===== src/rtl/alu_share_arbiter.sv =====
// Arbitrates two requesters onto one combinational ALU and returns a tagged, registered response.
// Define ALU_ARB_RR_EN for round-robin tie-breaking; otherwise requester 0 wins ties.
module alu_share_arbiter #(
  parameter int WIDTH  = 32,
  parameter int CTRL_W = 3
) (
  input  logic              clk,
  input  logic              rst,

  input  logic              req0_valid,
  output logic              req0_ready,
  input  logic [WIDTH-1:0]  req0_a,
  input  logic [WIDTH-1:0]  req0_b,
  input  logic [CTRL_W-1:0] req0_ctrl,

  input  logic              req1_valid,
  output logic              req1_ready,
  input  logic [WIDTH-1:0]  req1_a,
  input  logic [WIDTH-1:0]  req1_b,
  input  logic [CTRL_W-1:0] req1_ctrl,

  output logic [WIDTH-1:0]  alu_a,
  output logic [WIDTH-1:0]  alu_b,
  output logic [CTRL_W-1:0] alu_ctrl,
  input  logic [WIDTH-1:0]  alu_result,
  input  logic [3:0]        alu_flags,

  output logic              rsp_valid,
  input  logic              rsp_ready,
  output logic              rsp_id,
  output logic [WIDTH-1:0]  rsp_result,
  output logic [3:0]        rsp_flags,
  output logic              rsp_err
);

  typedef enum logic [1:0] {
    IDLE = 2'd0,
    EXEC = 2'd1,
    RESP = 2'd2
  } state_t;

  state_t              state_q, state_d;
  logic [WIDTH-1:0]    alu_a_q, alu_a_d;
  logic [WIDTH-1:0]    alu_b_q, alu_b_d;
  logic [CTRL_W-1:0]   alu_ctrl_q, alu_ctrl_d;
  logic                rsp_valid_q, rsp_valid_d;
  logic                rsp_id_q, rsp_id_d;
  logic [WIDTH-1:0]    rsp_result_q, rsp_result_d;
  logic [3:0]          rsp_flags_q, rsp_flags_d;
  logic                rsp_err_q, rsp_err_d;
`ifdef ALU_ARB_RR_EN
  logic                rr_ptr_q, rr_ptr_d;
`endif

  logic grant_any;
  logic grant_id;
  logic ctrl_legal;

  // Grant selection: a lone requester always wins; a tie goes to rr_ptr or to requester 0.
  always_comb begin
    grant_any = req0_valid | req1_valid;
`ifdef ALU_ARB_RR_EN
    grant_id  = (req0_valid && req1_valid) ? rr_ptr_q : !req0_valid;
`else
    grant_id  = !req0_valid;
`endif
    req0_ready = (state_q == IDLE) && grant_any && !grant_id;
    req1_ready = (state_q == IDLE) && grant_any &&  grant_id;
  end

  always_comb begin
    ctrl_legal = 1'b0;
    case (alu_ctrl_q)
      CTRL_W'(0), CTRL_W'(1), CTRL_W'(2), CTRL_W'(3), CTRL_W'(5): ctrl_legal = 1'b1;
      default: ctrl_legal = 1'b0;
    endcase
  end

  always_comb begin
    state_d      = state_q;
    alu_a_d      = alu_a_q;
    alu_b_d      = alu_b_q;
    alu_ctrl_d   = alu_ctrl_q;
    rsp_valid_d  = rsp_valid_q;
    rsp_id_d     = rsp_id_q;
    rsp_result_d = rsp_result_q;
    rsp_flags_d  = rsp_flags_q;
    rsp_err_d    = rsp_err_q;
`ifdef ALU_ARB_RR_EN
    rr_ptr_d     = rr_ptr_q;
`endif
    case (state_q)
      IDLE: begin
        if (grant_any) begin
          alu_a_d    = grant_id ? req1_a    : req0_a;
          alu_b_d    = grant_id ? req1_b    : req0_b;
          alu_ctrl_d = grant_id ? req1_ctrl : req0_ctrl;
          rsp_id_d   = grant_id;
          state_d    = EXEC;
        end
      end
      EXEC: begin
        // Illegal codes still drive the ALU, but its output is masked here.
        rsp_result_d = ctrl_legal ? alu_result : '0;
        rsp_flags_d  = ctrl_legal ? alu_flags  : 4'b0000;
        rsp_err_d    = !ctrl_legal;
        rsp_valid_d  = 1'b1;
        state_d      = RESP;
      end
      RESP: begin
        if (rsp_ready) begin
          rsp_valid_d = 1'b0;
`ifdef ALU_ARB_RR_EN
          rr_ptr_d    = !rsp_id_q;
`endif
          state_d     = IDLE;
        end
      end
      default: state_d = IDLE;
    endcase
  end

  always_ff @(posedge clk) begin
    if (rst) begin
      state_q      <= IDLE;
      alu_a_q      <= '0;
      alu_b_q      <= '0;
      alu_ctrl_q   <= '0;
      rsp_valid_q  <= 1'b0;
      rsp_id_q     <= 1'b0;
      rsp_result_q <= '0;
      rsp_flags_q  <= 4'b0000;
      rsp_err_q    <= 1'b0;
`ifdef ALU_ARB_RR_EN
      rr_ptr_q     <= 1'b0;
`endif
    end else begin
      state_q      <= state_d;
      alu_a_q      <= alu_a_d;
      alu_b_q      <= alu_b_d;
      alu_ctrl_q   <= alu_ctrl_d;
      rsp_valid_q  <= rsp_valid_d;
      rsp_id_q     <= rsp_id_d;
      rsp_result_q <= rsp_result_d;
      rsp_flags_q  <= rsp_flags_d;
      rsp_err_q    <= rsp_err_d;
`ifdef ALU_ARB_RR_EN
      rr_ptr_q     <= rr_ptr_d;
`endif
    end
  end

  assign alu_a      = alu_a_q;
  assign alu_b      = alu_b_q;
  assign alu_ctrl   = alu_ctrl_q;
  assign rsp_valid  = rsp_valid_q;
  assign rsp_id     = rsp_id_q;
  assign rsp_result = rsp_result_q;
  assign rsp_flags  = rsp_flags_q;
  assign rsp_err    = rsp_err_q;

endmodule


===== config.mk =====
export PLATFORM = sky130hd
export DESIGN_NAME = alu_share_arbiter
export DESIGN_NICKNAME = d
export VERILOG_FILES = /design/src/rtl/alu_share_arbiter.sv
export SDC_FILE = /design/constraint.sdc
export NUM_CORES = 1
export LEC_CHECK = 0
export BUFFER_PORTS_ARGS = -buffer_cell sky130_fd_sc_hd__buf_2
export CORE_AREA = 2 2 110 112
export DETAILED_ROUTE_END_ITERATION = 12
export DIE_AREA = 0 0 112 114
export MAX_ROUTING_LAYER = met4
export PLACE_DENSITY = 0.75
export SYNTH_ARGS = -nofsm -noshare
export SYNTH_HDL_FRONTEND = slang
export SYNTH_SLANG_ARGS = --single-unit

===== constraint.sdc =====
create_clock -name clk -period 3.7 [get_ports clk]
set_input_delay 0.37 -clock clk [delete_from_list [all_inputs] [get_ports clk]]
set_output_delay 0.37 -clock clk [all_outputs]
set_load 0.005 [all_outputs]

## Word-level counts from Yosys, hierarchy flattened

Cells that the tools add are included.

| storage, ports and cells | value |
|---|---|
| bits in registers | 108 |
| input bits | 175 |
| logic and storage cells | 41 |

| operators by class | value |
|---|---|
| equality and inequality tests | 8 |
| multiplexer cells | 11 |
| bitwise logic cells | 1 |
| reduce and logical (&&, ||, !) cells | 12 |

Operators by type and width:

| cell | count |
|---|---|
| two-way mux 32 bit | 3 |
| equality test 3 x 2 -> 1 bit (second input constant) | 2 |
| one-hot mux 2 bit (3 select lines) | 1 |
| AND reduction 2 bit | 3 |
| OR reduction 5 bit | 1 |
| two-way mux 2 bit | 2 |
| two-way mux 4 bit | 1 |
| != test 2 bit (second input constant) | 2 |
| equality test 3 x 1 -> 1 bit (second input constant) | 1 |
| equality test 3 bit (second input constant) | 1 |
| logical AND 1 bit | 3 |
| zero test 3 bit | 1 |
| two-way mux 3 bit | 1 |
| equality test 2 x 1 -> 1 bit (second input constant) | 1 |
| equality test 2 bit (second input constant) | 1 |
| zero test 1 bit | 2 |
| zero test 2 bit | 1 |
| two-way mux 1 bit | 2 |
| one-hot mux 1 bit (2 select lines) | 1 |
| nonzero test 2 bit | 1 |
| bitwise OR 1 bit | 1 |

## Logic depth before layout (Yosys ltp)

| depth | value |
|---|---|
| depth after elaboration | 4 |
| gate-level depth with buffers | 6 |
| depth with buffers taken out | 3 |

## Worst setup path after synthesis

No wires, ideal clock.

| timing path | value |
|---|---|
| path type | input-to-reg |
| from | in rst |
| to | reg alu_a_q[0] (netlist: alu_a[0]) |
| setup time | 122 ps |
| arrival time | 1370 ps |
| data required time | 3578 ps |
| slack | 2208 ps |
| cell stages on the path | 5 |
| cell sequence | buf_2 > and4bb_4 > buf_6 > buf_6 > a221o_1 |

RTL lines:

| what | RTL line | RTL |
|---|---|---|
| start: declaration | 8 | `input logic rst,` |
| end signal: assignment | 139 | `alu_a_q <= alu_a_d;` |
| end: declaration | 43 | `logic [WIDTH-1:0] alu_a_q, alu_a_d;` |

## Final worst setup path

| timing path | value |
|---|---|
| from | reg state_q[1] |
| to | reg alu_b_q[4] (netlist: alu_b[4]) |

| between the ends | value |
|---|---|
| word-level cells in the longest chain between the ends | 2 |

RTL lines:

| what | RTL line | RTL |
|---|---|---|
| start: declaration | 42 | `state_t state_q, state_d;` |
| start signal: assignment | 138 | `state_q <= state_d;` |
| zero test 2 bit | 92 | `case (state_q)` |
| AND reduction 2 bit (no source line) | - |  |
| end signal: assignment | 140 | `alu_b_q <= alu_b_d;` |
| end: declaration | 44 | `logic [WIDTH-1:0] alu_b_q, alu_b_d;` |

No other way between the ends.
A chain may end at the register's enable or synchronous reset.

==> qor.yml <==
floorplanning:
  die_y_um: 114
  fp.dieW_um: 112
  die_area_um2: 12770
  rows: 40
  initial_core_util: 0.3361
  core_um2: 11710
  boundaryPins: 283
power:
  powerDensity_nw_per_um2: 473.0
  ir_worst_vdd_mv: 0.2791
  p_int_w: 0.002040
  clockPowerShare: 0.355
  switchingPower_w: 0.0006509
  swShare: 0.2419
  seqPwrFrac: 0.492
  p_leak_nw: 2.896
  pwr-share-comb: 0.152
finish:
  syn_to_final_growth_pct: 44.50
  multiInputGateArea_um2: 1602
  layout_common_cells: "buf_2, dfxtp_1, and2_1"
  final_area_um2: 5688
  antenna_cells: 0
  final_nets: 775
  drive_above_1_share: 0.5132
  final_common_cell: "buf_2"
  regArea_um2: 2162
  final_core_util: 0.4857
  n_fill_cell: 1105
sta:
  finalMaxSlewViolations: 0
  max_slew.worst_pin.slew_ns: 0.9409
  max_freq_mhz: 471.5
  period_needed_ns: 2.121
  slew_headroom: 0.3713
  timing.final.ws_setup_ns: 1.579
  fin_skew_ns: 0.008112
  rsz0062_at_grt: "false"
  min_period_over_period: 0.5732
  tns_ns: 0
  hold_viol_final: 0
  setup_viol: 0
drt:
  drcViolationCount: 0
  drt-initial-drc-count: 198
  wl_um: 11030
  via_count: 3711
  vias_per_cell: 4.941
  ant_nets: 0
  detail_route.wl_per_cell_um: 14.69
  firstDrtPassIters: 6
worst_setup_path:
  critical_path_arrival_ns: 2.39
  cp_slowest_cell: "a21oi_4"
  critPathRequiredTime_ns: 3.97
  path_cells: "nor2_4 -> a21oi_4 -> buf_4 -> a221o_1"
  critPathLaunchType: "flip-flop"
  path_delay_family: "compound AO/OA/AOI/OAI gates"
  cp_max_fo: 37
  cp_slowest_stage_delay_ns: 0.76
  worstSetupPathType: "flip-flop to flip-flop"
  crit_buf_inv: 1
  cp-end-kind: "flip-flop"
placed_design:
  hpwl_um: 8172
  place_area_um2: 5389
  pre_cts_ws_ns: 1.322
  finalWeightedCongestion: 0.7501
  io_buffers: 282
run_status:
  status: "completed"
global_route:
  grt_pass1_vias: 3623
  grt_overflow: 0
  grt_pass1_wl_um: 17100
  antenna_found_initial: 0
  grt_usage: 0.1697
  grt_max_degree: 68
synthesis:
  synth_xor_area_frac: 0
  yosysWarnings: 0
  synth_cells: 331
  synth_fa_ha_area_frac: 0
  synthMuxAreaShare: 0
  synth_compound_area_frac: 0.2629
  ys_seq_area_frac: 0.5493
  synth_top_family_by_area: "compound AO/OA/AOI/OAI gates"
  ys_types: 26
  synth-simple-area-share: 0.1414
  syn_avg_cell_area_um2: 11.89
  synth_nets: 506
  synth_area_um2: 3936
  synth-seq-cells: 108
clock_tree:
  cts_hold_buffers: 0
  h-tree-depth: 3
  cts.repair.resized: 0
  path_clk_slew_ns: 0.07
  cts_tree: "built"
  cts_made_buffers: 9
  root_buffer: "clkbuf_16"
  clock_latency_ns: 0.33
  cts_sinks: 108
  cts_setup_buffers: 0
  cts_max_path_buffers: 2
job:
  timing.max_cap.violations: 0
worst_hold_path:
  hp-class: "primary input to flip-flop"
[synthesized netlist by cell type]
cell | instances | share of area
dfxtp_1 | 108 | 0.55
buf_4 | 1 | 0.0019
nor2b_1 | 1 | 0.0016
nor2_1 | 4 | 0.0038
nor4b_4 | 1 | 0.0060
nor3_1 | 1 | 0.0013
nand2_1 | 3 | 0.0029
a221o_1 | 67 | 0.17
a21oi_2 | 1 | 0.0022
nor2_4 | 1 | 0.0029
buf_2 | 13 | 0.017
clkbuf_2 | 4 | 0.0051
and4bb_4 | 1 | 0.0041
a211oi_4 | 1 | 0.0051
and2_1 | 68 | 0.11
a21oi_1 | 3 | 0.0038
or3b_2 | 1 | 0.0022
nand3b_1 | 1 | 0.0019
nand2b_1 | 1 | 0.0016
nand2b_2 | 1 | 0.0022
buf_6 | 7 | 0.020
or2_2 | 1 | 0.0016
o21ai_0 | 1 | 0.0013
clkbuf_1 | 3 | 0.0029
nand3_1 | 1 | 0.0013
a22o_1 | 36 | 0.080
[final timing paths]
| kind | start | endpoint | slack, ns | cells after the start |
|---|---|---|---|---|
| setup / recovery | state_q[1] | alu_b[4] | 1.58 | 4 |
| hold / removal | alu_result[20] | rsp_result[20] | 0.25 | 2 |
| setup reg to reg | state_q[1] | alu_b[4] | 1.58 | 4 |
| hold reg to reg | rsp_flags[0] | rsp_flags[0] | 0.47 | 1 |
[metal layers]
metal,GRT usage,wire (um),vias up
met3,0.04145,734,12
met5,-,0,-
li1,-,-,1802
met4,0.05691,161,0
met2,0.2857,5487,155
met1,0.2006,4651,1742
[cell families after synthesis]
group                  count (synthesis)
flip-flops                           108
AO/OA/AOI/OAI                        109
AND/OR/NAND/NOR                       86
buffers and inverters                 28
[power by group through the flow]
stage	clock (W)	sequential (W)	combinational, W
after global placement	0	0.00135	0.000404
after CTS	0.000987	0.00132	0.000416
after detailed placement	0	0.00135	0.000415
final	0.000956	0.00132	0.000410
after global routing	0.00103	0.00134	0.000451
after floorplan	0	0.00136	0.000186
[worst register-to-register path, stage by stage (launching register included)]
cell     delay, ns
dfxtp_1       0.49
nor2_4        0.11
a21oi_4       0.76
buf_4         0.48
a221o_1       0.23
[stage by stage]
step	power (W)	hold WS, ns	instances
floorplan	0.001542	0.4527	331
CTS	0.002727	0.2311	751
finish	0.002691	0.2455	751
detailed placement	0.001764	0.4527	736
global placement	0.001751	0.4515	736
global route	0.002820	0.2334	751
[sequential cells by signal, summed over array words and instances, names as in the netlist, 2 cells and up]
signal,cells
alu_a,32
alu_b,32
rsp_result,32
rsp_flags,4
alu_ctrl,3
state_q,2
[cell type report]
cell class              count  share of cell area
clock buffers              10             0.04201
well taps                 147             0.03234
multi-input cells         195              0.2816
repair buffers            286              0.2534
flip-flops and latches    108              0.3801
clock inverters             5             0.01056
Power figures use the tool's default switching activity.
